`src/rtl/mem_port_arbiter_pkg.sv`:
```
// Shared types for the fetch/data memory port arbiter.
package mem_port_arbiter_pkg;

  typedef struct packed {
    logic [31:0] addr;
    logic [3:0]  rmask;
    logic [3:0]  wmask;
    logic [31:0] wdata;
  } mem_req_t;

  typedef enum logic [1:0] {
    IDLE,
    BUSY_I,
    BUSY_D
  } arb_state_t;

  function automatic logic req_active(input mem_req_t r);
    return |(r.rmask | r.wmask);
  endfunction

endpackage

```
`src/rtl/mem_port_arbiter_if.sv`:
```
// Split fetch/data ports plus the shared downstream memory port.
interface mem_port_arbiter_if;
  logic [31:0] imem_addr;
  logic [3:0]  imem_rmask;
  logic [31:0] imem_rdata;
  logic        imem_resp;

  logic [31:0] dmem_addr;
  logic [3:0]  dmem_rmask;
  logic [3:0]  dmem_wmask;
  logic [31:0] dmem_wdata;
  logic [31:0] dmem_rdata;
  logic        dmem_resp;

  logic [31:0] mem_addr;
  logic [3:0]  mem_rmask;
  logic [3:0]  mem_wmask;
  logic [31:0] mem_wdata;
  logic [31:0] mem_rdata;
  logic        mem_resp;

  // arbiter view
  modport slave (
    input  imem_addr, imem_rmask,
    output imem_rdata, imem_resp,
    input  dmem_addr, dmem_rmask, dmem_wmask, dmem_wdata,
    output dmem_rdata, dmem_resp,
    output mem_addr, mem_rmask, mem_wmask, mem_wdata,
    input  mem_rdata, mem_resp
  );

  // cpu stages + memory view
  modport master (
    output imem_addr, imem_rmask,
    input  imem_rdata, imem_resp,
    output dmem_addr, dmem_rmask, dmem_wmask, dmem_wdata,
    input  dmem_rdata, dmem_resp,
    input  mem_addr, mem_rmask, mem_wmask, mem_wdata,
    output mem_rdata, mem_resp
  );
endinterface

```
`src/rtl/mem_port_arbiter_mem_req_buf.sv`:
```
// One-entry holding slot for a request that lost arbitration or arrived while busy.
module mem_req_buf
  import mem_port_arbiter_pkg::*;
(
  input  logic     clk,
  input  logic     rst,
  input  logic     load,
  input  logic     clear,
  input  mem_req_t load_req,
  output logic     valid,
  output mem_req_t req
);

  always_ff @(posedge clk) begin
    if (rst) begin
      valid <= 1'b0;
      req   <= '0;
    end else if (load) begin
      valid <= 1'b1;
      req   <= load_req;
    end else if (clear) begin
      valid <= 1'b0;
    end
  end

endmodule

```
`src/rtl/mem_port_arbiter.sv`:
```
// Shares one downstream memory port between fetch and data ports:
// one pending slot per side, one outstanding request, responses routed to the owner.
module mem_port_arbiter
  import mem_port_arbiter_pkg::*;
#(
  parameter bit DMEM_FIRST = 1'b1,
  parameter int CNT_W      = 32
) (
  input  logic             clk,
  input  logic             rst,
  mem_port_arbiter_if.slave port,
  output logic [CNT_W-1:0] imem_wait_cnt,
  output logic [CNT_W-1:0] dmem_wait_cnt
);

  arb_state_t state, state_nxt;
  mem_req_t   i_new, d_new, i_pend, d_pend, i_cand_req, d_cand_req, issue;
  logic       i_pend_v, d_pend_v;
  logic       i_in, d_in, i_busy, d_busy, i_acc, d_acc;
  logic       i_cand, d_cand, arb_en, resp_ok, gnt_i, gnt_d;
  logic       last_d;
  logic       rst_q;
  logic       imem_resp_c, dmem_resp_c;

  assign i_new = '{addr: port.imem_addr, rmask: port.imem_rmask, wmask: 4'h0, wdata: 32'h0};
  assign d_new = '{addr: port.dmem_addr, rmask: port.dmem_rmask,
                   wmask: port.dmem_wmask, wdata: port.dmem_wdata};
  assign i_in  = req_active(i_new);
  assign d_in  = req_active(d_new);

  // A response only counts while something is actually in flight.
  assign resp_ok = port.mem_resp && !rst && (state != IDLE);

  // A side may re-request in the same cycle its response returns.
  assign i_busy = i_pend_v || (state == BUSY_I && !resp_ok);
  assign d_busy = d_pend_v || (state == BUSY_D && !resp_ok);
  assign i_acc  = i_in && !i_busy && !rst;
  assign d_acc  = d_in && !d_busy && !rst;

  assign i_cand     = i_pend_v || i_acc;
  assign d_cand     = d_pend_v || d_acc;
  assign i_cand_req = i_pend_v ? i_pend : i_new;
  assign d_cand_req = d_pend_v ? d_pend : d_new;

  assign arb_en = !rst && (state == IDLE || port.mem_resp);
  assign gnt_d  = arb_en && d_cand && (!i_cand || DMEM_FIRST || !last_d);
  assign gnt_i  = arb_en && i_cand && !gnt_d;

  mem_req_buf u_ibuf (
    .clk      (clk),
    .rst      (rst),
    .load     (i_acc && !gnt_i),
    .clear    (gnt_i),
    .load_req (i_new),
    .valid    (i_pend_v),
    .req      (i_pend)
  );

  mem_req_buf u_dbuf (
    .clk      (clk),
    .rst      (rst),
    .load     (d_acc && !gnt_d),
    .clear    (gnt_d),
    .load_req (d_new),
    .valid    (d_pend_v),
    .req      (d_pend)
  );

  always_ff @(posedge clk) begin
    if (rst) state <= IDLE;
    else     state <= state_nxt;
  end

  always_comb begin
    state_nxt   = state;
    issue       = '0;
    imem_resp_c = 1'b0;
    dmem_resp_c = 1'b0;
    if (gnt_d)      issue = d_cand_req;
    else if (gnt_i) issue = i_cand_req;
    if (arb_en) begin
      if (gnt_d)      state_nxt = BUSY_D;
      else if (gnt_i) state_nxt = BUSY_I;
      else            state_nxt = IDLE;
    end
    if (resp_ok && state == BUSY_I) imem_resp_c = 1'b1;
    if (resp_ok && state == BUSY_D) dmem_resp_c = 1'b1;
  end

  assign port.mem_addr   = issue.addr;
  assign port.mem_rmask  = issue.rmask;
  assign port.mem_wmask  = issue.wmask;
  assign port.mem_wdata  = issue.wdata;
  assign port.imem_resp  = imem_resp_c;
  assign port.dmem_resp  = dmem_resp_c;
  assign port.imem_rdata = imem_resp_c ? port.mem_rdata : 32'h0;
  assign port.dmem_rdata = dmem_resp_c ? port.mem_rdata : 32'h0;

  // Round-robin history: set when dmem took the latest grant.
  always_ff @(posedge clk) begin
    if (rst)                last_d <= 1'b0;
    else if (gnt_i || gnt_d) last_d <= gnt_d;
  end

  always_ff @(posedge clk) begin
    if (rst) begin
      imem_wait_cnt <= '0;
      dmem_wait_cnt <= '0;
    end else begin
      if (i_pend_v && !gnt_i && imem_wait_cnt != '1) imem_wait_cnt <= imem_wait_cnt + 1'b1;
      if (d_pend_v && !gnt_d && dmem_wait_cnt != '1) dmem_wait_cnt <= dmem_wait_cnt + 1'b1;
    end
  end

  always_ff @(posedge clk) rst_q <= rst;

  a_imem_proto: assert property (@(posedge clk) disable iff (rst) !(i_in && i_busy));
  a_dmem_proto: assert property (@(posedge clk) disable iff (rst) !(d_in && d_busy));
  // A stray response from before reset may land in the first cycle out of reset.
  a_idle_resp:  assert property (@(posedge clk) disable iff (rst)
                                 !(port.mem_resp && state == IDLE && !rst_q));

endmodule

```
`src/flat_wrapper.sv`:
```
// flat-port wrapper written by rule: the top's interface ports become plain ports
module mem_port_arbiter_flat import mem_port_arbiter_pkg::*;
#(
  parameter bit DMEM_FIRST = 1'b1,
  parameter int CNT_W      = 32
)
  (clk, rst, imem_wait_cnt, dmem_wait_cnt, port_imem_addr, port_imem_rmask, port_imem_rdata, port_imem_resp, port_dmem_addr, port_dmem_rmask, port_dmem_wmask, port_dmem_wdata, port_dmem_rdata, port_dmem_resp, port_mem_addr, port_mem_rmask, port_mem_wmask, port_mem_wdata, port_mem_rdata, port_mem_resp);
  mem_port_arbiter_if port_i ();
  input  logic clk;
  input  logic rst;
  output logic [CNT_W-1:0] imem_wait_cnt;
  output logic [CNT_W-1:0] dmem_wait_cnt;
  input wire logic [$bits(port_i.imem_addr)-1:0] port_imem_addr;
  input wire logic [$bits(port_i.imem_rmask)-1:0] port_imem_rmask;
  output wire logic [$bits(port_i.imem_rdata)-1:0] port_imem_rdata;
  output wire logic [$bits(port_i.imem_resp)-1:0] port_imem_resp;
  input wire logic [$bits(port_i.dmem_addr)-1:0] port_dmem_addr;
  input wire logic [$bits(port_i.dmem_rmask)-1:0] port_dmem_rmask;
  input wire logic [$bits(port_i.dmem_wmask)-1:0] port_dmem_wmask;
  input wire logic [$bits(port_i.dmem_wdata)-1:0] port_dmem_wdata;
  output wire logic [$bits(port_i.dmem_rdata)-1:0] port_dmem_rdata;
  output wire logic [$bits(port_i.dmem_resp)-1:0] port_dmem_resp;
  output wire logic [$bits(port_i.mem_addr)-1:0] port_mem_addr;
  output wire logic [$bits(port_i.mem_rmask)-1:0] port_mem_rmask;
  output wire logic [$bits(port_i.mem_wmask)-1:0] port_mem_wmask;
  output wire logic [$bits(port_i.mem_wdata)-1:0] port_mem_wdata;
  input wire logic [$bits(port_i.mem_rdata)-1:0] port_mem_rdata;
  input wire logic [$bits(port_i.mem_resp)-1:0] port_mem_resp;
  assign port_i.imem_addr = port_imem_addr;
  assign port_i.imem_rmask = port_imem_rmask;
  assign port_imem_rdata = port_i.imem_rdata;
  assign port_imem_resp = port_i.imem_resp;
  assign port_i.dmem_addr = port_dmem_addr;
  assign port_i.dmem_rmask = port_dmem_rmask;
  assign port_i.dmem_wmask = port_dmem_wmask;
  assign port_i.dmem_wdata = port_dmem_wdata;
  assign port_dmem_rdata = port_i.dmem_rdata;
  assign port_dmem_resp = port_i.dmem_resp;
  assign port_mem_addr = port_i.mem_addr;
  assign port_mem_rmask = port_i.mem_rmask;
  assign port_mem_wmask = port_i.mem_wmask;
  assign port_mem_wdata = port_i.mem_wdata;
  assign port_i.mem_rdata = port_mem_rdata;
  assign port_i.mem_resp = port_mem_resp;
  mem_port_arbiter #(.DMEM_FIRST(DMEM_FIRST), .CNT_W(CNT_W)) u_core (.clk(clk), .rst(rst), .port(port_i), .imem_wait_cnt(imem_wait_cnt), .dmem_wait_cnt(dmem_wait_cnt));
endmodule
```
`config.mk`:
```
export PLATFORM = sky130hd
export DESIGN_NAME = mem_port_arbiter_flat
export DESIGN_NICKNAME = d
export VERILOG_FILES = /design/src/rtl/mem_port_arbiter_pkg.sv /design/src/rtl/mem_port_arbiter_if.sv /design/src/rtl/mem_port_arbiter_mem_req_buf.sv /design/src/rtl/mem_port_arbiter.sv /design/src/flat_wrapper.sv
export SDC_FILE = /design/constraint.sdc
export NUM_CORES = 1
export LEC_CHECK = 0
export ABC_AREA = 0
export BUFFER_PORTS_ARGS = -buffer_cell sky130_fd_sc_hd__buf_2
export CAP_MARGIN = 20
export CORE_ASPECT_RATIO = 0.8
export CORE_UTILIZATION = 45
export DETAILED_ROUTE_END_ITERATION = 10
export GPL_ROUTABILITY_DRIVEN = 0
export PLACE_DENSITY_LB_ADDON = 0.05
export SLEW_MARGIN = 20
export SYNTH_ARGS = -nofsm -noshare
export SYNTH_HDL_FRONTEND = slang
export SYNTH_SLANG_ARGS = --single-unit
```
`constraint.sdc`:
```
create_clock -name clk -period 4 [get_ports clk]
set_clock_uncertainty 0.2 [all_clocks]
set_input_delay 0.4 -clock clk [delete_from_list [all_inputs] [get_ports clk]]
set_output_delay 0.4 -clock clk [all_outputs]
set_load 0.05 [all_outputs]
```
Word-level counts from Yosys, hierarchy flattened --
Cells that the tools add are included.
Word-level totals: flip-flop bits (word level) 176, bits in latches 0, RAM bits 0, ROM bits 0, input port bits 143, output and inout port bits 202, word-level logic and storage cells 69, memories kept 0
Operators by class: $add $sub $neg 2, $mul 0, div/mod/pow operators 0, magnitude comparators 0, eq/ne operators 4, shifts and indexed selects 0, muxes and demuxes 14, bitwise logic cells 1, reductions and logical operators 37
Operators by type and width (count):
- $mux W72 | 4
- $add A32 B1 Y32 const B | 2
- $mux W32 | 2
- $ne A32 B32 Y1 const B | 2
- $logic_and A1 B1 Y1 | 20
- $reduce_or A4 Y1 | 2
- $mux W1 | 7
- $logic_not A1 Y1 | 6
- $reduce_bool A2 Y1 | 3
- $logic_or A1 B1 Y1 | 5
- $or A4 B4 Y4 | 1
- $eq A2 B1 Y1 const B | 1
- $eq A2 B2 Y1 const B | 1
- $logic_not A2 Y1 | 1
- $mux W2 | 1

Longest topological paths before layout --
depth after elaboration 16, gate-level depth with buffers 9, gate-level depth less buffers 6

Hierarchy --
A second synthesis with hierarchy kept.
Unflattened totals: cell total of the unflattened synthesis 1193, area total of the unflattened synthesis 10852.9 um2
Modules (own cells, without submodules):
- mem_port_arbiter | times used 1, cells an instance 721, area each 5532.8 um2, seq. area each 1321.3 um2
- mem_req_buf | times used 2, cells an instance 236, area each 2660.1 um2, seq. area each 1461.4 um2

Worst setup path before layout --
OpenSTA, ideal clock, no wires.
path type in2out, start point input port port_dmem_wmask[2], end point output port port_mem_addr[10], data arrival time 2.397 ns, data required time 3.400 ns, slack 1.003 ns, stages on the path 6, path buffers 2, path through or4_1 o221ai_1 nand2b_1 buf_2 buf_1 o22ai_1
On the way: word-level cells in the longest chain between the ends 10
RTL lines:
- from (decl) | line flat_wrapper.sv:19 | input wire logic [$bits(port_i.dmem_wmask)-1:0] port_dmem_wmask;
- $or A4 B4 Y4 * | line mem_port_arbiter_pkg.sv:18 | return |(r.rmask | r.wmask);
- $reduce_or A4 Y1 * | line mem_port_arbiter_pkg.sv:18
- $logic_and A1 B1 Y1 * (2 in a row) | line mem_port_arbiter.sv:38 | assign d_acc = d_in && !d_busy && !rst;
- $logic_or A1 B1 Y1 * | line mem_port_arbiter.sv:41 | assign d_cand = d_pend_v || d_acc;
- $logic_and A1 B1 Y1 * | line mem_port_arbiter.sv:46 | assign gnt_d = arb_en && d_cand && (!i_cand || DMEM_FIRST || !last_d);
- $logic_not A1 Y1 | line mem_port_arbiter.sv:47 | assign gnt_i = arb_en && i_cand && !gnt_d;
- $logic_and A1 B1 Y1 | line mem_port_arbiter.sv:47
- $mux W72 | line mem_port_arbiter.sv:80 | else if (gnt_i) issue = i_cand_req;
- $mux W72 * | line mem_port_arbiter.sv:79 | if (gnt_d) issue = d_cand_req;
- to (decl) | line flat_wrapper.sv:23 | output wire logic [$bits(port_i.mem_addr)-1:0] port_mem_addr;
Every way passes the cells marked *; elsewhere a longest branch is shown, timed or not.

Final worst setup path --
start point register u_core.state[1], end point output port port_mem_addr[23]
On the way: word-level cells in the longest chain between the ends 14, elaborated cells on any way between the ends 26, classes of those cells 2 x eq/ne; 2 x mux; 22 x reduce/logical
RTL lines:
- from (decl) | line mem_port_arbiter.sv:16 | arb_state_t state, state_nxt;
- from (signal assigned) | line mem_port_arbiter.sv:71 | else state <= state_nxt;
- $reduce_bool A2 Y1 | line mem_port_arbiter.sv:32 | assign resp_ok = port.mem_resp && !rst && (state != IDLE);
- $logic_and A1 B1 Y1 | line mem_port_arbiter.sv:32
- $logic_not A1 Y1 | line mem_port_arbiter.sv:35, mem_port_arbiter.sv:36
- $logic_and A1 B1 Y1 | line mem_port_arbiter.sv:36 | assign d_busy = d_pend_v || (state == BUSY_D && !resp_ok);
- $logic_or A1 B1 Y1 | line mem_port_arbiter.sv:36
- $logic_not A1 Y1 | line mem_port_arbiter.sv:38
- $logic_and A1 B1 Y1 (2 in a row) | line mem_port_arbiter.sv:38
- $logic_or A1 B1 Y1 | line mem_port_arbiter.sv:41
- $logic_and A1 B1 Y1 | line mem_port_arbiter.sv:46
- $logic_not A1 Y1 | line mem_port_arbiter.sv:47
- $logic_and A1 B1 Y1 | line mem_port_arbiter.sv:47
- $mux W72 | line mem_port_arbiter.sv:80
- $mux W72 * | line mem_port_arbiter.sv:79
Marked as above.

==> run metrics <==
status=completed; DRT iter0 DRCs=503; WL/cell=16.6 µm; final worst path period need=3.33 ns; Multi-input gate area=0.00533 mm²; post-synth top area share=0.381; clk_lat worst skew=approximately 0.44 ns; Layout area overhead=27.8%; CTS Sinks=176; sequential area share after synthesis=0.381; starting density of the core=0.463; register area=0.00353 mm²; Worst IR Drop VDD=about 0.3 mV; htree depth=4; Synthesized Nets=1,318; Num CTS Buffers=17; WP data arrival=2.73 ns; post-synthesis async set-or-reset flop share=0; Final #Nets=approximately 1,600; largest net degree at the start of global routing=72; WP data required=~3.4 ns; most frequent cell after synthesis=nand2_1; Post-CTS Resized=0; synth unique cells=62; total core area=0.0200 mm²; Post-Route WL=29.3 mm; drt first pass iters=5; Root Driver=clkbuf_16; port bufs=344; Slew @ Worst Pin=roughly 0.86 ns; Ports=345; Post-synth EDFFs=0; die area=0.0211 mm²; global route overflow=0; hpwl dp=21.1 mm; Pins Over Slew Limit=0; Chip Height=about 130 µm; via count=9,640; final setup fails=0; Clock Path Buffers=2; # fillers=1,927; P_leak=0.00484 µW; gr usage total=0.264; Synth area leaders=dfxtp_1 (38%), mux2i_1 (12%), nand2_1 (9.8%); Post-synth top cells=nand2_1 (241), dfxtp_1 (176), a21oi_1 (165); max-cap violations=0; ANT nets after route=0; layout cells sized above 1=0.283; Cell Pwr Density=367 mW/mm²; Synth warnings=0; #FFs+latches synth=176; Fmax achieved=300 MHz; Yosys top cell by area=dfxtp_1; Max-slew headroom=0.421; CP Max Fanout=23; vias in the first global route=8,248; clock slew at reported path FFs=about 0.070 ns; Site Rows=46; syn_area_per_cell=7.88 µm²; Sum Neg Setup Slack=0 ns; Worst Setup Start Kind=flip-flop; Die Wd=between 150 and 200 µm; Mapped Cells=~1,200; initial antenna violation count=4; CTS tree=yes; Crit. End Element=primary output; Hold WC Path Type=in -> reg; # DRC=0; global-route wire length before repair=between 40 and 50 mm; via/cell ratio=5.48; Crit Path Category=reg -> out; Synth Cell Area=roughly 0.0092 mm²; RSZ-0062 raised after global routing=no; Synth Flop Type=dfxtp_1; Final Cycle Share=0.833; Final Hold Fails=0; Core Util, Final=0.591
==> worst max-delay path, stage by stage, from the launching register on <==
cell and delay [ns]:
dfxtp_1 0.47, nand2b_1 0.18, o221a_2 0.45, o21ai_4 0.58
buf_16 0.24, o22ai_1 0.12, buf_2 0.24
==> where the power goes <==
part	total, µW	internal, µW	leakage [µW]	switching, µW
logic	823	253	0.00313	570
registers	1860	1820	0.00143	41.5
clock network	1650	846	0.000278	805
total	4340	2920	0.00484	1420
==> cell type report <==
| class | instances | area share |
|---|---|---|
| Sequential cell | 176 | 0.299 |
| Antenna cell | 3 | 0.000636 |
| Clock buffer | 18 | 0.0372 |
| Clock inverter | 14 | 0.0112 |
| Multi-Input combinational cell | 902 | 0.452 |
| Timing Repair Buffer | 371 | 0.169 |
| Tap cell | 264 | 0.0280 |
| Inverter | 12 | 0.00381 |
==> repair_timing <==
item,4_1_cts,5_1_grt
endpoints found under the hold margin,7,0
setup buffers,0,0
hold buffers,7,0
==> state kept, by name (all words and copies together) (netlist names) <==
| signal | flops |
|---|---|
| u_core.u_dbuf.valid | 1 |
| u_core.imem_wait_cnt | 32 |
| u_core.u_dbuf.req | 72 |
| u_core.u_ibuf.valid | 1 |
| u_core.state | 2 |
| u_core.dmem_wait_cnt | 32 |
| u_core.u_ibuf.req | 36 |
==> layer usage <==
layer | vias up | share of wire | GRT usage
met5 | - | 0.00034 | 0
met4 | 2 | 0.028 | 0.104
met3 | 57 | 0.060 | 0.0652
met2 | 313 | 0.48 | 0.442
met1 | 4486 | 0.43 | 0.328
li1 | 4782 | - | -
==> cell usage in the layout, fill, tap and decap left out, types with 23 or more instances in the layout <==
cell / count
buf_2: 343
nand2_1: 241
dfxtp_1: 174
a21oi_1: 165
mux2i_1: 108
and2_1: 67
nor2_1: 49
or3_1: 36
o22ai_1: 36
o21ai_0: 29
nand4_1: 23
or4_1: 23
==> path summary, 6_finish.rpt <==
| kind | from | end | slack, ns | cells after the start |
|---|---|---|---|---|
| setup / recovery | u_core.state[1] | port_mem_addr[23] | 0.67 | 6 |
| hold reg to reg | u_core.u_dbuf.req[9] | u_core.u_dbuf.req[9] | 0.26 | 2 |
| hold / removal | port_dmem_addr[26] | u_core.u_dbuf.req[66] | 0.01 | 3 |
| setup reg to reg | u_core.u_dbuf.valid | u_core.dmem_wait_cnt[12] | 0.86 | 6 |
==> stage by stage <==
step	setup WS, ns	total power (µW)	std cells	cell area (µm²)	hold WS (ns)
final	0.666	4340	1760	11800	0.0109
after global routing	0.507	4510	1758	11800	0.00180
after floorplan	1.00	2470	1173	9240	0.236
after CTS	0.292	4360	1756	11800	0.000247
after global placement	0.466	2710	1717	11100	0.242
after detailed placement	0.363	2720	1717	11100	0.246
==> cells by family (layout without fill, tap and decap cells) <==
logic type,Yosys count,after routing,share of synthesized area
AND/OR/NAND/NOR,496,496,0.264
AO/OA/AOI/OAI,293,293,0.186
flip-flops,176,176,0.381
multiplexers,109,109,0.118
buffers and inverters,95,415,0.0458
adder cells (fa/ha/maj),2,2,0.00271
XOR/XNOR,2,2,0.00190
other,0,3,0
No activity file was read; power rests on OpenSTA's default activity.
